==> config.mk <==
export PLATFORM = sky130hd
export DESIGN_NAME = dff_pipe
export DESIGN_NICKNAME = d
export VERILOG_FILES = /design/src/rtl/dff_pipe_pkg.sv /design/src/rtl/dff_pipe_stage.sv /design/src/rtl/dff_pipe.sv
export SDC_FILE = /design/constraint.sdc
export NUM_CORES = 1
export LEC_CHECK = 0
export BUFFER_PORTS_ARGS = -buffer_cell sky130_fd_sc_hd__buf_2
export CAP_MARGIN = 20
export CORE_MARGIN = 1.5
export CORE_UTILIZATION = 50
export CTS_BUF_LIST = sky130_fd_sc_hd__clkbuf_16
export DETAILED_ROUTE_END_ITERATION = 16
export GPL_ROUTABILITY_DRIVEN = 0
export GPL_TIMING_DRIVEN = 0
export PLACE_DENSITY = 0.79
export SLEW_MARGIN = 20
export SYNTH_ARGS = -nofsm -noshare
export SYNTH_HDL_FRONTEND = slang
export SYNTH_HIERARCHICAL = 1
export SYNTH_SLANG_ARGS = --single-unit
==> constraint.sdc <==
create_clock -name clk -period 1.8 [get_ports clk]
set_clock_uncertainty 0.1 [all_clocks]
set_input_delay 0.18 -clock clk [delete_from_list [all_inputs] [get_ports clk]]
set_output_delay 0.18 -clock clk [all_outputs]
set_load 0.02 [all_outputs]
==> src/rtl/dff_pipe_pkg.sv <==
// Shared definitions for the dff_pipe elastic register pipeline.
// Holds default geometry and the occupancy-counter width helper.
// Optional occupancy port is enabled with the DFF_PIPE_OCC_EN macro.
package dff_pipe_pkg;

  localparam int unsigned DFF_PIPE_WIDTH_DEF = 8;
  localparam int unsigned DFF_PIPE_DEPTH_DEF = 4;

  // Bits needed to count 0..depth valid stages.
  function automatic int unsigned occ_w(input int unsigned depth);
    return $clog2(depth + 1);
  endfunction

endpackage

==> src/rtl/dff_pipe_stage.sv <==
// One stage of the elastic pipeline: valid bit plus WIDTH-bit data register.
// Latency: 1 cycle when load_i is high; holds otherwise.
// Backpressure: load_i comes from the parent's advance chain; stage holds when it is low.
// Ports: clk, rst/flush (sync clear), load_i (advance), src_vld_i/src_dat_i (upstream),
//        vld_o/dat_o (registered stage contents).
module dff_pipe_stage
  import dff_pipe_pkg::*;
#(
  parameter int unsigned      WIDTH     = DFF_PIPE_WIDTH_DEF,
  parameter logic [WIDTH-1:0] RESET_VAL = '0
) (
  input  logic             clk,
  input  logic             rst,
  input  logic             flush,
  input  logic             load_i,
  input  logic             src_vld_i,
  input  logic [WIDTH-1:0] src_dat_i,
  output logic             vld_o,
  output logic [WIDTH-1:0] dat_o
);

  logic             vld_q, vld_d;
  logic [WIDTH-1:0] dat_q, dat_d;

  // Data only moves with a valid source word; a bubble clears the valid
  // bit but leaves the data register untouched, so garbage on an idle
  // source never lands in the pipe.
  always_comb begin
    vld_d = vld_q;
    dat_d = dat_q;
    if (load_i) begin
      vld_d = src_vld_i;
      if (src_vld_i) begin
        dat_d = src_dat_i;
      end
    end
  end

  always_ff @(posedge clk) begin
    if (rst || flush) begin
      vld_q <= 1'b0;
      dat_q <= RESET_VAL;
    end else begin
      vld_q <= vld_d;
      dat_q <= dat_d;
    end
  end

  assign vld_o = vld_q;
  assign dat_o = dat_q;

endmodule

==> src/rtl/dff_pipe.sv <==
// Elastic DEPTH-stage WIDTH-bit register pipeline with per-stage valid and bubble collapsing.
// Latency: DEPTH cycles from input accept to out_valid with no stalls; 1 word/cycle sustained.
// Backpressure: in_ready is combinational from out_ready through the advance chain; flush forces in_ready low.
// Ports: clk, rst (sync, active-high), flush (sync clear), in_valid/in_ready/in_data (producer side),
//        out_valid/out_ready/out_data (consumer side), occ (valid-stage count, only with DFF_PIPE_OCC_EN).
module dff_pipe
  import dff_pipe_pkg::*;
#(
  parameter int unsigned      WIDTH     = DFF_PIPE_WIDTH_DEF,
  parameter int unsigned      DEPTH     = DFF_PIPE_DEPTH_DEF,
  parameter logic [WIDTH-1:0] RESET_VAL = '0
) (
  input  logic                     clk,
  input  logic                     rst,
  input  logic                     flush,
  input  logic                     in_valid,
  output logic                     in_ready,
  input  logic [WIDTH-1:0]         in_data,
  output logic                     out_valid,
  input  logic                     out_ready,
  output logic [WIDTH-1:0]         out_data
`ifdef DFF_PIPE_OCC_EN
  ,
  output logic [occ_w(DEPTH)-1:0]  occ
`endif
);

  logic [DEPTH-1:0]            stage_vld;
  logic [DEPTH-1:0][WIDTH-1:0] stage_dat;
  logic [DEPTH-1:0]            adv;
  logic [DEPTH-1:0]            src_vld;
  logic [DEPTH-1:0][WIDTH-1:0] src_dat;

  // Advance chain, unrolled: stage i may move unless every stage from i to
  // the output is occupied and the consumer is stalling. Written with a
  // running AND so no bit of adv depends on another bit of adv.
  always_comb begin
    logic all_full;
    adv      = '0;
    all_full = 1'b1;
    for (int i = DEPTH - 1; i >= 0; i--) begin
      all_full = all_full & stage_vld[i];
      adv[i]   = out_ready | ~all_full;
    end
  end

  // Source of each stage: the producer for stage 0, the previous stage otherwise.
  always_comb begin
    src_vld    = '0;
    src_dat    = '0;
    src_vld[0] = in_valid;
    src_dat[0] = in_data;
    for (int i = 1; i < DEPTH; i++) begin
      src_vld[i] = stage_vld[i-1];
      src_dat[i] = stage_dat[i-1];
    end
  end

  for (genvar g = 0; g < DEPTH; g++) begin : g_stage
    dff_pipe_stage #(
      .WIDTH     (WIDTH),
      .RESET_VAL (RESET_VAL)
    ) u_stage (
      .clk       (clk),
      .rst       (rst),
      .flush     (flush),
      .load_i    (adv[g]),
      .src_vld_i (src_vld[g]),
      .src_dat_i (src_dat[g]),
      .vld_o     (stage_vld[g]),
      .dat_o     (stage_dat[g])
    );
  end

  // Stages still see adv during a flush, but their own clear wins; masking
  // in_ready keeps the producer from believing a word was taken.
  assign in_ready  = adv[0] & ~flush;
  assign out_valid = stage_vld[DEPTH-1];
  assign out_data  = stage_dat[DEPTH-1];

`ifdef DFF_PIPE_OCC_EN
  localparam int unsigned OCC_W = occ_w(DEPTH);

  logic [OCC_W-1:0] occ_q, occ_d;
  logic             in_xfer, out_xfer;

  assign in_xfer  = in_valid & in_ready;
  assign out_xfer = out_valid & out_ready;

  always_comb begin
    occ_d = occ_q + OCC_W'(in_xfer) - OCC_W'(out_xfer);
  end

  always_ff @(posedge clk) begin
    if (rst || flush) begin
      occ_q <= '0;
    end else begin
      occ_q <= occ_d;
    end
  end

  assign occ = occ_q;

  a_occ_matches_valid : assert property (
    @(posedge clk) disable iff (rst) occ_q == OCC_W'($countones(stage_vld))
  );
`endif

endmodule

==> reports/qor.yml, run 1 <==
dp_hpwl_um: 2350
slew_viol_final: 0
dieHeight_um: 61.5
first_pass_iters: 4
coreArea_um2: 3310
cp-start-kind: "register"
synth-adder-area-share_pct: 0
ys_seq_elements: 36
cap_violations: 0
cts_tree: "done"
grt_usage_pct: 19.4
h-tree-depth: 2
cpMaxStageDelayCell: "dfxtp_1"
wl_um: 3090
p_leak_nw: 0.824
synth-edff-count: 0
synth_area_um2: 1710
syn_to_final_growth_pct: 19.1
crit_chain: "and4b_1, nand2_1, buf_6, buf_8, a21bo_1, a21oi_2"
path_clk_slew_ns: 0.05
cp-end-kind: "register"
dp.cells: 237
start_util_pct: 51.7
netlist_instances: 170
wire_per_inst_um: 12.6
tns_ns: 0
grt_first_pass_wirelength_um: 5410
root_buffer: "clkbuf_16"
yosys.area.top_type: "dfxtp_1"
synth_xor_area_share_pct: 0
max-slew-margin-rel_pct: 88.7
detail-route-antenna-nets: 0
drive_gt1_share_pct: 42.7
clockBufferDepth: 2
hp-class: "primary input to register"
synthArstFlopShare_pct: 0
die_area_um2: 3780
io_buffer_count: 21
post-route-period-util_pct: 85.3
grt_max_degree: 12
synth_area_per_cell_um2: 10.1
p_per_area_nw_per_um2: 900
tightest_slew_ns: 0.170
synth_compound_gate_area_share_pct: 29.5
cts_setup_buffers: 0
grt_pass1_vias: 1241
num_antenna_cells: 0
status: "finished, final reports clean"
synth_commonest_cells: "dfxtp_1, nand3_1, a21bo_2, a21oi_1, buf_6"
num_vias: 1255
max_freq_ghz: 0.652
synth_top_family_by_area: "compound AO/OA/AOI/OAI gates"
peakVddDrop_uv: 674
synth_most_common_cell: "dfxtp_1"
rsz0062_at_grt: "no"
cp_slowest_stage_delay_ns: 0.39
hold_violations: 0
fill_cells: 299
cts_buffers: 5
synth_simple_gate_area_share_pct: 13.3
pin_count: 23
grt-ovfl-total: 0
critPathArrivalTime_ns: 1.65
yosysTopAreaCellShare_pct: 42.1
insertion_delay_ns: 0.27
first_iter_violations: 18
synthMuxAreaShare_pct: 2.34
synthTopCellsByArea: "dfxtp_1, a21bo_2, nand3_1"
final_cells: 245
fp.dieW_um: 61.5
setup_viol: 0
nets: 211
path_class: "register to register"
ys_types: 17
yosysSeqAreaShare_pct: 42.1
finalInstanceArea_um2: 2040
required_ns: 1.91
cts.sinks: 36
ys_warn_count: 6
row_count: 21
via_per_inst: 5.12
hold_buffers: 0
route.detailed.drc: 0
synth_flop_cell: "dfxtp_1"
cts_resized: 0
critical-path-top-delay-family: "simple AND/OR/NAND/NOR gates"
cp_max_fo: 10
period_minus_slack_ns: 1.53
place_area_um2: 1870
antenna_found_initial: 0
path_buf_inv: 2
syn_nets: 183
## worst register-to-register path: stages, from the launching register on
cell and delay (ns):
dfxtp_1 0.39, and4b_1 0.31, nand2_1 0.09, buf_6 0.14
buf_8 0.13, a21bo_1 0.20, a21oi_2 0.12
## worst paths after layout
kind	startpoint	to	slack, ns	depth (start not counted)
min reg2reg	g_stage[2].u_stage/dat_o[5]$_SDFFE_PP0P_	g_stage[3].u_stage/dat_o[5]$_SDFFE_PP0P_	0.36	2
max reg2reg	g_stage[3].u_stage/vld_o$_SDFFE_PP0P_	g_stage[0].u_stage/dat_o[4]$_SDFFE_PP0P_	0.27	6
max	g_stage[3].u_stage/vld_o$_SDFFE_PP0P_	g_stage[0].u_stage/dat_o[4]$_SDFFE_PP0P_	0.27	6
min	in_data[7]	g_stage[0].u_stage/dat_o[7]$_SDFFE_PP0P_	0.06	3
## routing by layer
| layer | global-route usage, % | wire length, um | vias to the layer above | share of wire (%) |
|---|---|---|---|---|
| met3 | 6.09 | 109 | 4 | 3.5 |
| met5 | 0 | 0 | - | 0 |
| met2 | 34.7 | 1630 | 27 | 53 |
| li1 | - | - | 655 | - |
| met4 | 7.90 | 31 | 0 | 1.0 |
| met1 | 21.2 | 1320 | 569 | 43 |
## power by group
group          switching, W   total, W  internal, W  leakage [nW]
registers        0.00000464   0.000810     0.000805         0.291
clock network      0.000299   0.000943     0.000644        0.0850
logic             0.0000406  0.0000802    0.0000396         0.448
total              0.000345    0.00183      0.00149         0.824
## cells in the final DEF (no fill, tap or decap)
| master | count |
|---|---|
| nand3b_1 | 1 |
| buf_6 | 12 |
| clkinv_2 | 1 |
| mux2i_1 | 4 |
| inv_1 | 2 |
| nand3_1 | 32 |
| nand2b_1 | 1 |
| a21oi_2 | 5 |
| and4b_1 | 1 |
| nand2_1 | 1 |
| clkbuf_16 | 5 |
| bufinv_16 | 1 |
| a21oi_1 | 28 |
| buf_2 | 25 |
| dfxtp_1 | 36 |
| or2_2 | 4 |
| a21bo_1 | 4 |
| a21bo_2 | 28 |
| buf_8 | 4 |
| nor2_1 | 4 |
## through the flow
step,setup WS [ns],total power (W),utilization [%],hold WS (ns)
final,0.265,0.00183,61.6,0.0563
after detailed placement,0.283,0.000907,56.6,0.347
after global placement,0.313,0.000902,56.6,0.332
after global routing,0.178,0.00191,61.6,0.0740
after floorplan,0.262,0.000881,-,0.225
after CTS,0.260,0.00186,61.6,0.0538
## cell type report
class / count / area (um^2) / area share (%)
clock inverter: 3 / 38.8 / 1.90
multi-input combinational: 113 / 772 / 37.9
inverter: 1 / 3.75 / 0.184
sequential: 36 / 721 / 35.4
timing repair buffer: 21 / 105 / 5.16
clock buffer: 5 / 125 / 6.14
tap: 46 / 57.6 / 2.82
buffer: 20 / 215 / 10.6
## sequential cells by signal, indices dropped and copies added, names as in the netlist
signal / flops
g_stage.u_stage/dat_o: 32
g_stage.u_stage/vld_o: 4
## kinds of logic (layout without fill, tap and decap cells)
kind of cell / after synthesis / count (layout)
AO/OA/AOI/OAI: 65 / 65
AND/OR/NAND/NOR: 44 / 44
flip-flops: 36 / 36
buffers and inverters: 21 / 50
multiplexers: 4 / 4
Power figures use the tool's default switching activity.
==> inputs of run 2 (changes only) <==
- CTS_BUF_LIST: sky130_fd_sc_hd__clkbuf_16 -> default
==> reports/qor.yml, run 2 (synthesis results as in run 1) <==
status: "finished, final reports clean"
root_buffer: "clkbuf_4"
coreArea_um2: 3310
die_area_um2: 3780
period_minus_slack_ns: 1.55
hold_violations: 0
syn_to_final_growth_pct: 18.1
cap_violations: 0
regArea_um2: 721
cts_buffers: 5
rsz0062_at_grt: "no"
clockBufferDepth: 2
wl_um: 3090
drive_gt1_share_pct: 41.3
cp-start-kind: "register"
setup_viol: 0
detail-route-antenna-nets: 0
clkPwrFrac_pct: 37.9
cp-end-kind: "output pin"
dieHeight_um: 61.5
final_cell_mix: "dfxtp_1, nand3_1, a21bo_2, a21oi_1, buf_2"
pin_count: 23
p_seq_share_pct: 55.8
p_comb_share_pct: 6.3
num_antenna_cells: 0
intPower_w: 0.00114
nets: 218
cts.sinks: 36
grt_usage_pct: 19.6
cp_slowest_stage_delay_ns: 0.40
cp_max_fo: 5
io_buffer_count: 21
max_freq_ghz: 0.647
required_ns: 1.52
ff2ff_setup_slack_ns: 0.26
largest_register_ff_count: 32
p_sw_share_pct: 21.1
dp_hpwl_um: 2350
tightest_slew_ns: 0.131
cts_tree: "done"
via_per_inst: 5.10
post-route-period-util_pct: 85.9
grt_first_pass_wirelength_um: 5400
cts_setup_buffers: 0
multi_input_area_um2: 772
grt-ovfl-total: 0
p_switching_w: 0.000305
hold_slack_ns: 0.0257
final_common_cell: "dfxtp_1"
fill_cells: 300
antenna_found_initial: 0
grt_max_degree: 12
p_leak_nw: 0.810
hp-class: "primary input to register"
peakVddDrop_uv: 619
row_count: 21
crit_chain: "and4b_1, a21oi_2, buf_2"
path_clk_slew_ns: 0.10
route.detailed.drc: 0
tns_ns: 0
fp.dieW_um: 61.5
critPathArrivalTime_ns: 1.27
path_class: "register to output pin"
hold_buffers: 7
first_iter_violations: 24
max-slew-margin-rel_pct: 91.0
insertion_delay_ns: 0.33
p_per_area_nw_per_um2: 717
wire_per_inst_um: 12.3
h-tree-depth: 2
grt_pass1_vias: 1272
cts_resized: 0
num_vias: 1285
start_util_pct: 51.7
slew_viol_final: 0
cpMaxStageDelayCell: "dfxtp_1"
first_pass_iters: 4
==> run 2: worst max-delay path, delay by kind of cell (launching register included) <==
kind | cells | cell delay [ns]
DFF | 1 | 0.40
and+or+nand+nor | 1 | 0.31
buffers and inverters | 1 | 0.15
AOI/OAI and AO/OA | 1 | 0.07
==> run 2: layer usage <==
| layer | wire length, um | share of wire (%) | track usage (%) |
|---|---|---|---|
| met1 | 1280 | 41 | 20.4 |
| met3 | 129 | 4.2 | 6.09 |
| met5 | 0 | 0 | 0 |
| met4 | 53 | 1.7 | 8.81 |
| met2 | 1630 | 53 | 35.6 |
==> run 2: area by class of cell <==
class	count	area share, %
inverter	1	0.186
multi-input combinational	113	38.2
timing repair buffer	28	8.67
buffer	20	10.7
clock inverter	2	1.73
tap	46	2.85
sequential	36	35.7
clock buffer	6	2.04
==> run 2: worst paths after layout <==
check,startpoint,to,depth (start not counted)
setup / recovery,g_stage[3].u_stage/vld_o$_SDFFE_PP0P_,in_ready,3
hold / removal,in_data[2],g_stage[0].u_stage/dat_o[2]$_SDFFE_PP0P_,3
setup reg to reg,g_stage[3].u_stage/vld_o$_SDFFE_PP0P_,g_stage[0].u_stage/dat_o[4]$_SDFFE_PP0P_,6
hold reg to reg,g_stage[1].u_stage/dat_o[5]$_SDFFE_PP0P_,g_stage[2].u_stage/dat_o[5]$_SDFFE_PP0P_,2
==> run 2: power by group through the flow <==
stage | logic [W] | clock network, W | registers (W)
after floorplan | 0.0000565 | 0 | 0.000825
after global placement | 0.0000763 | 0 | 0.000826
after detailed placement | 0.0000809 | 0 | 0.000826
after CTS | 0.0000925 | 0.000565 | 0.000808
after global routing | 0.000102 | 0.000612 | 0.000810
final | 0.0000917 | 0.000549 | 0.000808
==> run 2: per-stage QoR <==
step / util, % / instance area [um^2] / instances / worst slack [ns] / total power (W)
after global routing: 61.0 / 2020 / 252 / 0.165 / 0.00152
final: 61.0 / 2020 / 252 / 0.254 / 0.00145
after global placement: 56.6 / 1870 / 237 / 0.313 / 0.000902
after CTS: 61.0 / 2020 / 252 / 0.233 / 0.00147
after floorplan: - / 1710 / 170 / 0.262 / 0.000881
after detailed placement: 56.6 / 1870 / 237 / 0.283 / 0.000907
==> inputs of run 3 (changes only) <==
--- a/config.mk
+++ b/config.mk
@@ -13,8 +13,7 @@
 export GPL_ROUTABILITY_DRIVEN = 0
 export GPL_TIMING_DRIVEN = 0
-export PLACE_DENSITY = 0.79
+export PLACE_DENSITY = 0.72
 export SLEW_MARGIN = 20
 export SYNTH_ARGS = -nofsm -noshare
 export SYNTH_HDL_FRONTEND = slang
-export SYNTH_HIERARCHICAL = 1
 export SYNTH_SLANG_ARGS = --single-unit
==> constraint.sdc (replaced) <==
create_clock -name clk -period 1.8 [get_ports clk]
set_clock_uncertainty 0.1 [all_clocks]
set_input_delay 0.18 -clock clk [delete_from_list [all_inputs] [get_ports clk]]
set_output_delay 0.18 -clock clk [all_outputs]
set_load 0.05 [all_outputs]
==> reports/qor.yml, run 3 <==
ys_seq_elements: 36
synth_most_common_cell: "dfxtp_1"
grt-ovfl-total: 0
num_antenna_cells: 0
max-slew-margin-rel_pct: 70.7
place_area_um2: 1530
path_clk_slew_ns: 0.10
die_area_um2: 3080
hold_slack_ns: 0.100
p_leak_nw: 0.631
largest_register_ff_count: 32
synth_area_per_cell_um2: 8.57
period_minus_slack_ns: 1.69
coreArea_um2: 2540
grt_pass1_vias: 1178
dp_hpwl_um: 2060
peakVddDrop_uv: 714
synth_area_um2: 1380
path_class: "register to output pin"
yosys.area.top_type: "dfxtp_1"
num_vias: 1239
hold_start: "rst"
final_cell_mix: "dfxtp_1, a21oi_1, buf_2, nand3_1, o21ai_0"
synth_flop_cell: "dfxtp_1"
fp.dieW_um: 55.5
slew_viol_final: 0
grt_max_degree: 11
cts.sinks: 36
netlist_instances: 161
ys_types: 20
tns_ns: 0
synth-edff-count: 0
grt_usage_pct: 21.2
route.detailed.drc: 0
ys_warn_count: 0
first_pass_iters: 4
wire_per_inst_um: 13.1
required_ns: 1.52
cp-end-kind: "output pin"
drive_gt1_share_pct: 19.5
root_buffer: "clkbuf_4"
detail-route-antenna-nets: 0
post-route-period-util_pct: 94.1
pin_count: 23
row_count: 18
yosysSeqAreaShare_pct: 52.2
nets: 212
syn_to_final_growth_pct: 22.2
h-tree-depth: 2
antenna_found_initial: 0
synthTopCellsByArea: "dfxtp_1, a21oi_1, nand3_1"
synthArstFlopShare_pct: 0
via_per_inst: 5.39
synth_commonest_cells: "dfxtp_1, a21oi_1, nand3_1, o21ai_0, nand2_1"
rsz0062_at_grt: "no"
cp_max_fo: 10
hold_violations: 0
dieHeight_um: 55.5
yosysTopAreaCellShare_pct: 52.2
wl_um: 3020
status: "finished, final reports clean"
io_buffer_count: 22
finalInstanceArea_um2: 1690
start_util_pct: 54.2
setup_viol: 0
insertion_delay_ns: 0.34
first_iter_violations: 50
tightest_slew_ns: 0.439
cap_violations: 0
grt_first_pass_wirelength_um: 5170
clockBufferDepth: 2
hp-class: "primary input to register"
p_per_area_nw_per_um2: 794
crit_path_start: "g_stage[2].u_stage.vld_o$_SDFFE_PP0P_"
cts_buffers: 5
r2r-start: "g_stage[1].u_stage.vld_o$_SDFFE_PP0P_"
final_common_cell: "dfxtp_1"
max_freq_ghz: 0.590
syn_nets: 174
critPathArrivalTime_ns: 1.41
cts_tree: "done"
cp-start-kind: "register"
-- run 3: what timing repair did --
action | 4_1_cts | 5_1_grt
hold buffers | 9 | 0
resized for setup | 1 | 3
hold endpoints to repair | 9 | 0
endpoints found under the setup margin | 1 | 1
gates cloned | 0 | 0
setup buffers | 0 | 0
-- run 3: area by class of cell --
cell class / count / area, um^2
fillers: 223 / 858
flip-flops and latches: 36 / 722
multi-input cells: 111 / 598
repair buffers: 31 / 203
clock buffers: 8 / 58.8
plain buffers: 11 / 56.3
well taps: 30 / 37.5
inverters: 3 / 11.3
-- run 3: critical path: stages, from the launching register on --
cell	delay, ns
dfxtp_1	0.34
and4b_1	0.22
buf_4	0.17
a21oi_2	0.13
buf_4	0.20
-- run 3: per-stage QoR --
stage	setup WS, ns	std cells	util [%]	total power, W
after floorplan	0.115	161	-	0.000870
after global placement	0.410	213	60.2	0.000893
after detailed placement	0.372	213	60.2	0.000896
after CTS	0.0181	230	66.1	0.00135
after global routing	0.0134	230	66.3	0.00140
final	0.105	230	66.3	0.00134
-- run 3: per-layer routing --
layer | share of wire (%) | GRT usage, % | vias to the layer above
met5 | 0 | 0 | -
met4 | 1.3 | 7.32 | 0
met3 | 4.0 | 7.03 | 5
met2 | 47 | 33.8 | 18
met1 | 48 | 27.0 | 577
li1 | - | - | 639
-- run 3: kinds of logic after synthesis --
family	Yosys count	share of synthesized area (%)
muxes	8	5.80
AOI/OAI and AO/OA	54	19.8
and+or+nand+nor	49	17.5
buffers and inverters	14	4.71
DFF	36	52.2
-- run 3: worst paths after layout --
kind | end | slack [ns] | depth (start not counted)
worst max register to register | g_stage[1].u_stage.dat_o[2]$_SDFFE_PP0P_ | 0.38 | 4
worst min-delay path | g_stage[0].u_stage.dat_o[1]$_SDFFE_PP0P_ | 0.10 | 4
worst max-delay path | in_ready | 0.11 | 4
worst min register to register | g_stage[2].u_stage.dat_o[3]$_SDFFE_PP0P_ | 0.36 | 2
-- run 3: report_power, final --
part | switching (W) | total, W | internal, W
sequential | 0.00000426 | 0.000808 | 0.000804
combinational | 0.0000455 | 0.0000865 | 0.0000411
clock | 0.000252 | 0.000445 | 0.000193
